### src/rtl/decomp_job_ctrl.sv
// decomp_job_ctrl: job/block completion controller for the decompressor core.
// Tracks block and job drains behind a quiescence window and guards drains with a watchdog.
`default_nettype none

module decomp_job_ctrl #(
   parameter int NUM_PARSER    = 6,
   parameter int NUM_RAM       = 16,
   parameter int SETTLE_CYCLES = 6,
   parameter int TIMEOUT       = 65535,
   parameter int CNT_W         = 16
) (
   input  logic                  clk,
   input  logic                  rst,
   input  logic                  start,
   input  logic                  tf_empty,
   input  logic [NUM_PARSER-1:0] ps_finish,
   input  logic [NUM_PARSER-1:0] ps_empty,
   input  logic [NUM_RAM-1:0]    ram_empty,
   input  logic                  page_input_finish,
   input  logic                  cl_finish,
   output logic                  idle,
   output logic                  job_decompressed,
   output logic                  block_finish,
   output logic [CNT_W-1:0]      block_count,
   output logic                  timeout_err
);

   localparam int WD_W = (TIMEOUT > 1) ? $clog2(TIMEOUT) : 1;

   typedef enum logic [2:0] {
      S_IDLE      = 3'd0,
      S_RUN       = 3'd1,
      S_BLK_DRAIN = 3'd2,
      S_JOB_DRAIN = 3'd3,
      S_DONE      = 3'd4,
      S_ERR       = 3'd5
   } state_t;

   state_t                state, state_nxt;
   logic                  all_empty_r;
   logic [7:0]            settle_cnt;
   logic                  quiet;
   logic                  page_flag;
   logic                  blk_pend;
   logic [NUM_PARSER-1:0] ps_finish_q;
   logic [WD_W-1:0]       wd_cnt;
   logic                  fin_rise;
   logic                  in_drain;
   logic                  wd_expired;
   logic                  start_acc;
   logic                  blk_done;
   logic                  blk_clear;

   assign fin_rise   = |(ps_finish & ~ps_finish_q);
   assign quiet      = (settle_cnt == 8'(SETTLE_CYCLES));
   assign in_drain   = (state == S_BLK_DRAIN) || (state == S_JOB_DRAIN);
   assign wd_expired = (TIMEOUT != 0) && in_drain && (wd_cnt == WD_W'(TIMEOUT - 1));

   always_comb begin
      state_nxt = state;
      start_acc = 1'b0;
      blk_done  = 1'b0;
      blk_clear = 1'b0;
      case (state)
         S_IDLE: begin
            if (start) begin
               state_nxt = S_RUN;
               start_acc = 1'b1;
            end
         end
         S_RUN: begin
            // A pending block drain always goes ahead of the job drain.
            if (blk_pend) begin
               state_nxt = S_BLK_DRAIN;
               blk_clear = 1'b1;
            end else if (page_flag && tf_empty) begin
               state_nxt = S_JOB_DRAIN;
            end
         end
         S_BLK_DRAIN: begin
            if (quiet) begin
               blk_done  = 1'b1;
               state_nxt = S_RUN;
            end else if (wd_expired) begin
               state_nxt = S_ERR;
            end
         end
         S_JOB_DRAIN: begin
            if (quiet && !blk_pend) begin
               state_nxt = S_DONE;
            end else if (quiet) begin
               blk_done  = 1'b1;
               blk_clear = 1'b1;
            end else if (wd_expired) begin
               state_nxt = S_ERR;
            end
         end
         S_DONE:  if (cl_finish) state_nxt = S_IDLE;
         S_ERR:   if (cl_finish) state_nxt = S_IDLE;
         default: state_nxt = S_IDLE;
      endcase
   end

   always_ff @(posedge clk or posedge rst) begin
      if (rst) begin
         state            <= S_IDLE;
         all_empty_r      <= 1'b0;
         settle_cnt       <= 8'd0;
         page_flag        <= 1'b0;
         blk_pend         <= 1'b0;
         ps_finish_q      <= '0;
         wd_cnt           <= '0;
         idle             <= 1'b1;
         job_decompressed <= 1'b0;
         block_finish     <= 1'b0;
         block_count      <= '0;
         timeout_err      <= 1'b0;
      end else begin
         state       <= state_nxt;
         all_empty_r <= (&ps_empty) & (&ram_empty) & tf_empty;
         ps_finish_q <= ps_finish;

         if (!all_empty_r)
            settle_cnt <= 8'd0;
         else if (!quiet)
            settle_cnt <= settle_cnt + 8'd1;

         if (start_acc || state == S_IDLE)
            page_flag <= 1'b0;
         else if (page_input_finish && (state == S_RUN || in_drain))
            page_flag <= 1'b1;

         // A new rising edge wins over consumption so no block is lost.
         if (fin_rise)
            blk_pend <= 1'b1;
         else if (blk_clear || start_acc)
            blk_pend <= 1'b0;

         if ((state_nxt != state) &&
             (state_nxt == S_BLK_DRAIN || state_nxt == S_JOB_DRAIN))
            wd_cnt <= '0;
         else if (in_drain)
            wd_cnt <= wd_cnt + WD_W'(1);

         idle             <= (state_nxt == S_IDLE);
         job_decompressed <= (state_nxt == S_DONE);
         block_finish     <= blk_done;

         if (start_acc)
            block_count <= '0;
         else if (blk_done)
            block_count <= block_count + CNT_W'(1);

         if (start_acc)
            timeout_err <= 1'b0;
         else if (state_nxt == S_ERR)
            timeout_err <= 1'b1;
      end
   end

endmodule

`default_nettype wire

### config.mk
export PLATFORM = sky130hd
export DESIGN_NAME = decomp_job_ctrl
export DESIGN_NICKNAME = d
export VERILOG_FILES = /design/src/rtl/decomp_job_ctrl.sv
export SDC_FILE = /design/constraint.sdc
export NUM_CORES = 1
export LEC_CHECK = 0
export ABC_AREA = 1
export CORE_ASPECT_RATIO = 2
export CORE_MARGIN = 10
export CORE_UTILIZATION = 40
export CTS_CLUSTER_DIAMETER = 120
export CTS_CLUSTER_SIZE = 28
export DETAILED_ROUTE_END_ITERATION = 16
export PLACE_DENSITY = 0.74
export SLEW_MARGIN = 30
export SYNTH_ARGS = -nofsm -noshare
export SYNTH_HDL_FRONTEND = slang
export SYNTH_SLANG_ARGS = --single-unit
### constraint.sdc
create_clock -name clk -period 1.9 [get_ports clk]
set_input_delay 0.285 -clock clk [delete_from_list [all_inputs] [get_ports clk]]
set_output_delay 0.285 -clock clk [all_outputs]
set_load 0.01 [all_outputs]
Yosys cells after proc, flatten, opt, wreduce, memory -nomap -nowiden
Index checks and enable logic that the tools add are counted.
W data, S select, Z words.

storage, ports and cells
  register bits after elaboration = 56
  input bits = 34
  output and inout port bits = 20
  word-level logic and storage cells = 82

cells by class
  add/subtract/negate cells = 3
  eq/ne operators = 13
  multiplexer cells = 28
  bitwise logic cells = 4
  reductions and logical operators = 22

operators with widths
  operator                 count
  $mux W16                 4
  $add A16 B1 Y16 const B  2
  $mux W3                  8
  $eq A16 B16 Y1 const B   1
  $mux W8                  2
  $reduce_and A16 Y1       1
  $pmux W3 S5              1
  $eq A3 B2 Y1 const B     4
  $eq A3 B3 Y1 const B     4
  $mux W1                  11
  $reduce_bool A2 Y1       5
  $add A8 B1 Y8 const B    1
  $eq A8 B3 Y1 const B     1
  $and A6 B6 Y6            1
  $logic_not A3 Y1         2
  $not A6 Y6               1
  $reduce_and A6 Y1        1
  $reduce_or A6 Y1         1
  $logic_and A1 B1 Y1      5
  $logic_or A1 B1 Y1       5
  $pmux W1 S2              2
  $eq A3 B1 Y1 const B     1
  $ne A3 B3 Y1             1
  $and A1 B1 Y1            2
  other kinds (3)          3

Depth between registers and ports, before layout
Gate-level depths: netlist of the first run.

  depth in word-level cells = 11
  gate-level depth with buffers = 12
  depth with buffers taken out = 12

Worst setup path after synthesis of the first run
No wires, ideal clock.

  path kind = register to register
  from = register settle_cnt[0]
  to = register block_count[14]
  library setup time = 0.119 ns
  arrival = 1.445 ns
  required time = 1.781 ns
  slack = 0.337 ns
  stages on the path, launching flop included = 13
  buffers on the path = 0
  period minus slack after synthesis = 1.563 ns
  path through = dfrtp_1 > inv_1 > ha_1 > nand2_1 > inv_1 > nand2_1 > nor2_4 > nand2_4 > nand2_4 > inv_2 > nor2_2 > a21oi_1 > o21a_1

on the way
  word-level cells in the longest chain between the ends = 5
  elaborated cells on any way between the ends = 6
  those cells by class = 1 x eq/ne; 3 x mux; 2 x reduce/logical

RTL lines
  element                                                line        text
  start: declaration                                     41          logic [7:0] settle_cnt;
  start signal: assignment                               126         settle_cnt <= settle_cnt + 8'd1;
  $eq A8 B3 Y1 *                                         55          assign quiet = (settle_cnt == 8'(SETTLE_CYCLES));
  $mux W1 / $logic_and A1 B1 Y1 (equally long branches)  81, 91, 89
  $mux W1                                                89          if (quiet && !blk_pend) begin
  $pmux W1 S2 *                                          64          case (state)
  $reduce_bool A2 Y1 (no line) *                         --
  end signal: assignment                                 152         block_count <= block_count + CNT_W'(1);
  end: declaration                                       24          output logic [CNT_W-1:0] block_count,

Every way passes the cells marked *; elsewhere a longest branch is shown, timed or not.
A chain may end at the register's enable or synchronous reset.

Worst setup path in the final report of the first run
Ends and elaborated chain as after synthesis.

==> results.sh, run 1 <==
export IMPL_numPortBuffers=53
export IMPL_grt_overflow=0
export IMPL_gp_congestion=0.840
export IMPL_dp_hpwl_um=6060
export IMPL_n_antenna_cell=0
export IMPL_end_kind="flop"
export IMPL_drv_cap=0
export IMPL_place_area_um2=3710
export IMPL_regToRegStartpoint="settle_cnt[0]"
export IMPL_worstRegToRegCells=12
export IMPL_first_iter_violations=90
export IMPL_grt_first_pass_wirelength_um=12800
export IMPL_synth_edf_count=0
export IMPL_critPathMaxFanout=8
export IMPL_layout_drive_gt1_share_pct=11.8
export IMPL_cp_slowest_cell="dfrtp_1"
export IMPL_path_cells="inv_2, ha_1, nand2_1, inv_1, nand2_1, nor2_4, nand2_4, nand2_8, inv_2, nor2_2, a21oi_1, o21a_1"
export IMPL_crit_buf_inv=3
export IMPL_viasPerCell=5.10
export IMPL_cts_inserted_buffers=5
export IMPL_worstReg2RegEnd="block_count[14]"
export IMPL_setup_viol=0
export IMPL_synth_top_area_share_pct=45.4
export IMPL_hold_class="input pin to async pin"
export IMPL_cp_depth=12
export IMPL_drcViolationCount=0
export IMPL_first_global_vias=2770
export IMPL_startpoint="settle_cnt[0]"
export IMPL_status="complete, no violations"
export IMPL_drv_slew=0
export IMPL_hold_ws_ps=307
export IMPL_yosysUniqueCellTypes=40
export IMPL_design_area_um2=3880
export IMPL_cts_sinks=56
export IMPL_synth_fp_nets=415
export IMPL_cts_buffer_depth=2
export IMPL_relSlewSlack_pct=70.5
export IMPL_die_w_um=81.5
export IMPL_synth_main_ff_cell="dfrtp_1"
export IMPL_grt_max_degree=26
export IMPL_ctsHtreeMaxLevel=2
export IMPL_met2_usage_pct=26.1
export IMPL_dp_cells=524
export IMPL_startpoint_type="flop"
export IMPL_pre_cts_slack_ps=154
export IMPL_synth_async_sr_flop_share_pct=100
export IMPL_worst_slack_ps=108
export IMPL_busiest_layer="met2"
export IMPL_hold_viol=0
export IMPL_drt_pass1_iterations=4
export IMPL_area_growth_pct=28.2
export IMPL_crit_type="flop to flop"
export IMPL_drt_total_wl_um=7530
export IMPL_num_vias=2721
export IMPL_clockRootBuffer="clkbuf_16"
export IMPL_syn_area_um2=3030
export IMPL_ant_nets=0
export IMPL_fmax_ghz=0.558
export IMPL_cts_clk_slew_worst_paths_ps=70
export IMPL_fp_dieArea_um2=11700
export IMPL_fin_crit_sh_pct=94.3
export IMPL_use_met3_pct=2.20
export IMPL_p_leak_nw=1.69
export IMPL_endpoint="block_count[14]"
export IMPL_clk_latency_ps=300
export IMPL_ir_worst_vdd_uv=589
export IMPL_core_area_um2=7320
export IMPL_cts_tree="built"
export IMPL_holdBufCountCts=0
export IMPL_nets=480
export IMPL_worstPathArrival_ps=1980
export IMPL_synth_seq_area_share_pct=46.3
export IMPL_antenna_found_initial=0
export IMPL_synth_area_leaders="dfrtp_1 (45%), nand2_1 (8.8%), inv_1 (6.2%)"
export IMPL_grt_usage_pct=13.7
export IMPL_synth_seq_cells=56
export IMPL_yosysTopAreaCell="dfrtp_1"
export IMPL_start_util_pct=41.4
export IMPL_rrSetupSlack_ps=110
export IMPL_die_h_um=143
export IMPL_rows=44
export IMPL_min_period_ps=1790
export IMPL_netlist_instances=376
export IMPL_syn_area_per_cell_um2=8.06
export IMPL_grtUsageMet1_pct=13.5
export IMPL_clock_skew_final_ps=8.33
export IMPL_pin_count=54
export IMPL_p_per_area_nw_per_um2=791
export IMPL_fin_cells=534
export IMPL_yosysWarnings=0
export IMPL_crit_required_ps=2090
export IMPL_cp_top_family="simple AND/OR/NAND/NOR gates"
export IMPL_total_power_w=0.00307
export IMPL_slowest_delay_ps=410
export IMPL_tightest_slew_ps=442
export IMPL_wl_per_cell_um=14.1
==> flip-flops by register name, indices dropped and copies added (netlist names) <==
name,count
idle,1
block_count,16
ps_finish_q,6
state,3
timeout_err,1
settle_cnt,8
job_decompressed,1
blk_pend,1
page_flag,1
block_finish,1
all_empty_r,1
wd_cnt,16
==> stage by stage <==
stage / setup TNS, ps / utilization (%)
2_1_floorplan: 0 / -
3_3_place_gp: 0 / 50.7
3_5_place_dp: 0 / 50.7
4_1_cts: 0 / 52.7
5_1_grt: -50.4 / 53.1
6_report: 0 / 53.1
==> synthesized netlist by cell type, types with 3 or more instances <==
master	number
nand3_2	3
o22ai_1	4
nand2_1	71
a21oi_1	20
xor2_1	5
o21ai_0	17
a31oi_1	3
o21ai_1	4
nand2_4	3
inv_2	7
nand4_1	9
nor3_2	3
nand3b_1	3
nand3_1	24
dfrtp_1	55
ha_1	5
nor2_2	6
nor2_1	41
inv_1	50
nor3_1	15
nand2_2	3
==> per-layer routing <==
layer,share of wire [%],vias up
met2,58,46
met4,3.2,0
met3,3.2,18
met5,0,-
met1,35,1293
li1,-,1364
==> power by group <==
group,internal [W],switching (W)
clock,0.000521,0.000422
combinational,0.000300,0.000488
sequential,0.00128,0.0000630
total,0.00210,0.000973
==> timing repair <==
action / CTS / global route
endpoints found under the setup margin: 0 / 5
resized for setup: 0 / 2
setup buffers: 0 / 2
==> worst min path at each step <==
stage	start	endpoint	slack, ps	depth (start not counted)
after global placement	wd_cnt[7]	wd_cnt[7]	450	1
after CTS	rst	block_count[12]	310	2
final	rst	block_count[12]	310	2
after detailed placement	wd_cnt[7]	wd_cnt[7]	460	1
after floorplan	ps_finish[0]	ps_finish_q[0]	320	0
after global routing	rst	block_count[15]	350	2
==> cell type report <==
class	instances	area [µm²]
Clock buffer	6	139
Clock inverter	2	10.0
Fill cell	681	3440
Inverter	58	223
Multi-Input combinational cell	259	1390
Sequential cell	56	1400
Tap cell	92	115
Timing Repair Buffer	61	603
==> cell usage in the layout, fill, tap and decap left out, drive strengths merged <==
master	n
o21ai	21
nand3	27
a211oi	2
a31oi	3
o21bai	1
or2	1
nor3b	2
nor3	18
dfrtp	55
dfstp	1
a221oi	1
nor4	3
buf	8
xnor2	1
a21oi	21
inv	57
a22o	1
o21a	2
o22ai	4
xor2	5
clkdlybuf4s50	53
nand3b	3
clkbuf	6
nand2	77
nand4	9
nor2	49
and3	1
clkinv	3
a41oi	2
ha	5
==> cell families after synthesis <==
kind of cell | Yosys count | synth area share, %
xor+xnor | 6 | 1.73
flops | 56 | 46.3
buf+inv | 61 | 8.05
simple gates | 190 | 30.3
compound gates | 58 | 11.5
fa+ha+maj | 5 | 2.06
Power figures use the tool's default switching activity.
==> run 2: changes to the inputs <==
==> constraint.sdc (replaced) <==
create_clock -name clk -period 1.9 [get_ports clk]
set_input_delay 0.285 -clock clk [delete_from_list [all_inputs] [get_ports clk]]
set_output_delay 0.285 -clock clk [all_outputs]
set_load 0.02 [all_outputs]
==> results of run 2 <==
The final DEF is identical to that of run 1. Status: complete, no violations.
Main changes from that run: total power 0.00307 W -> 0.00308 W
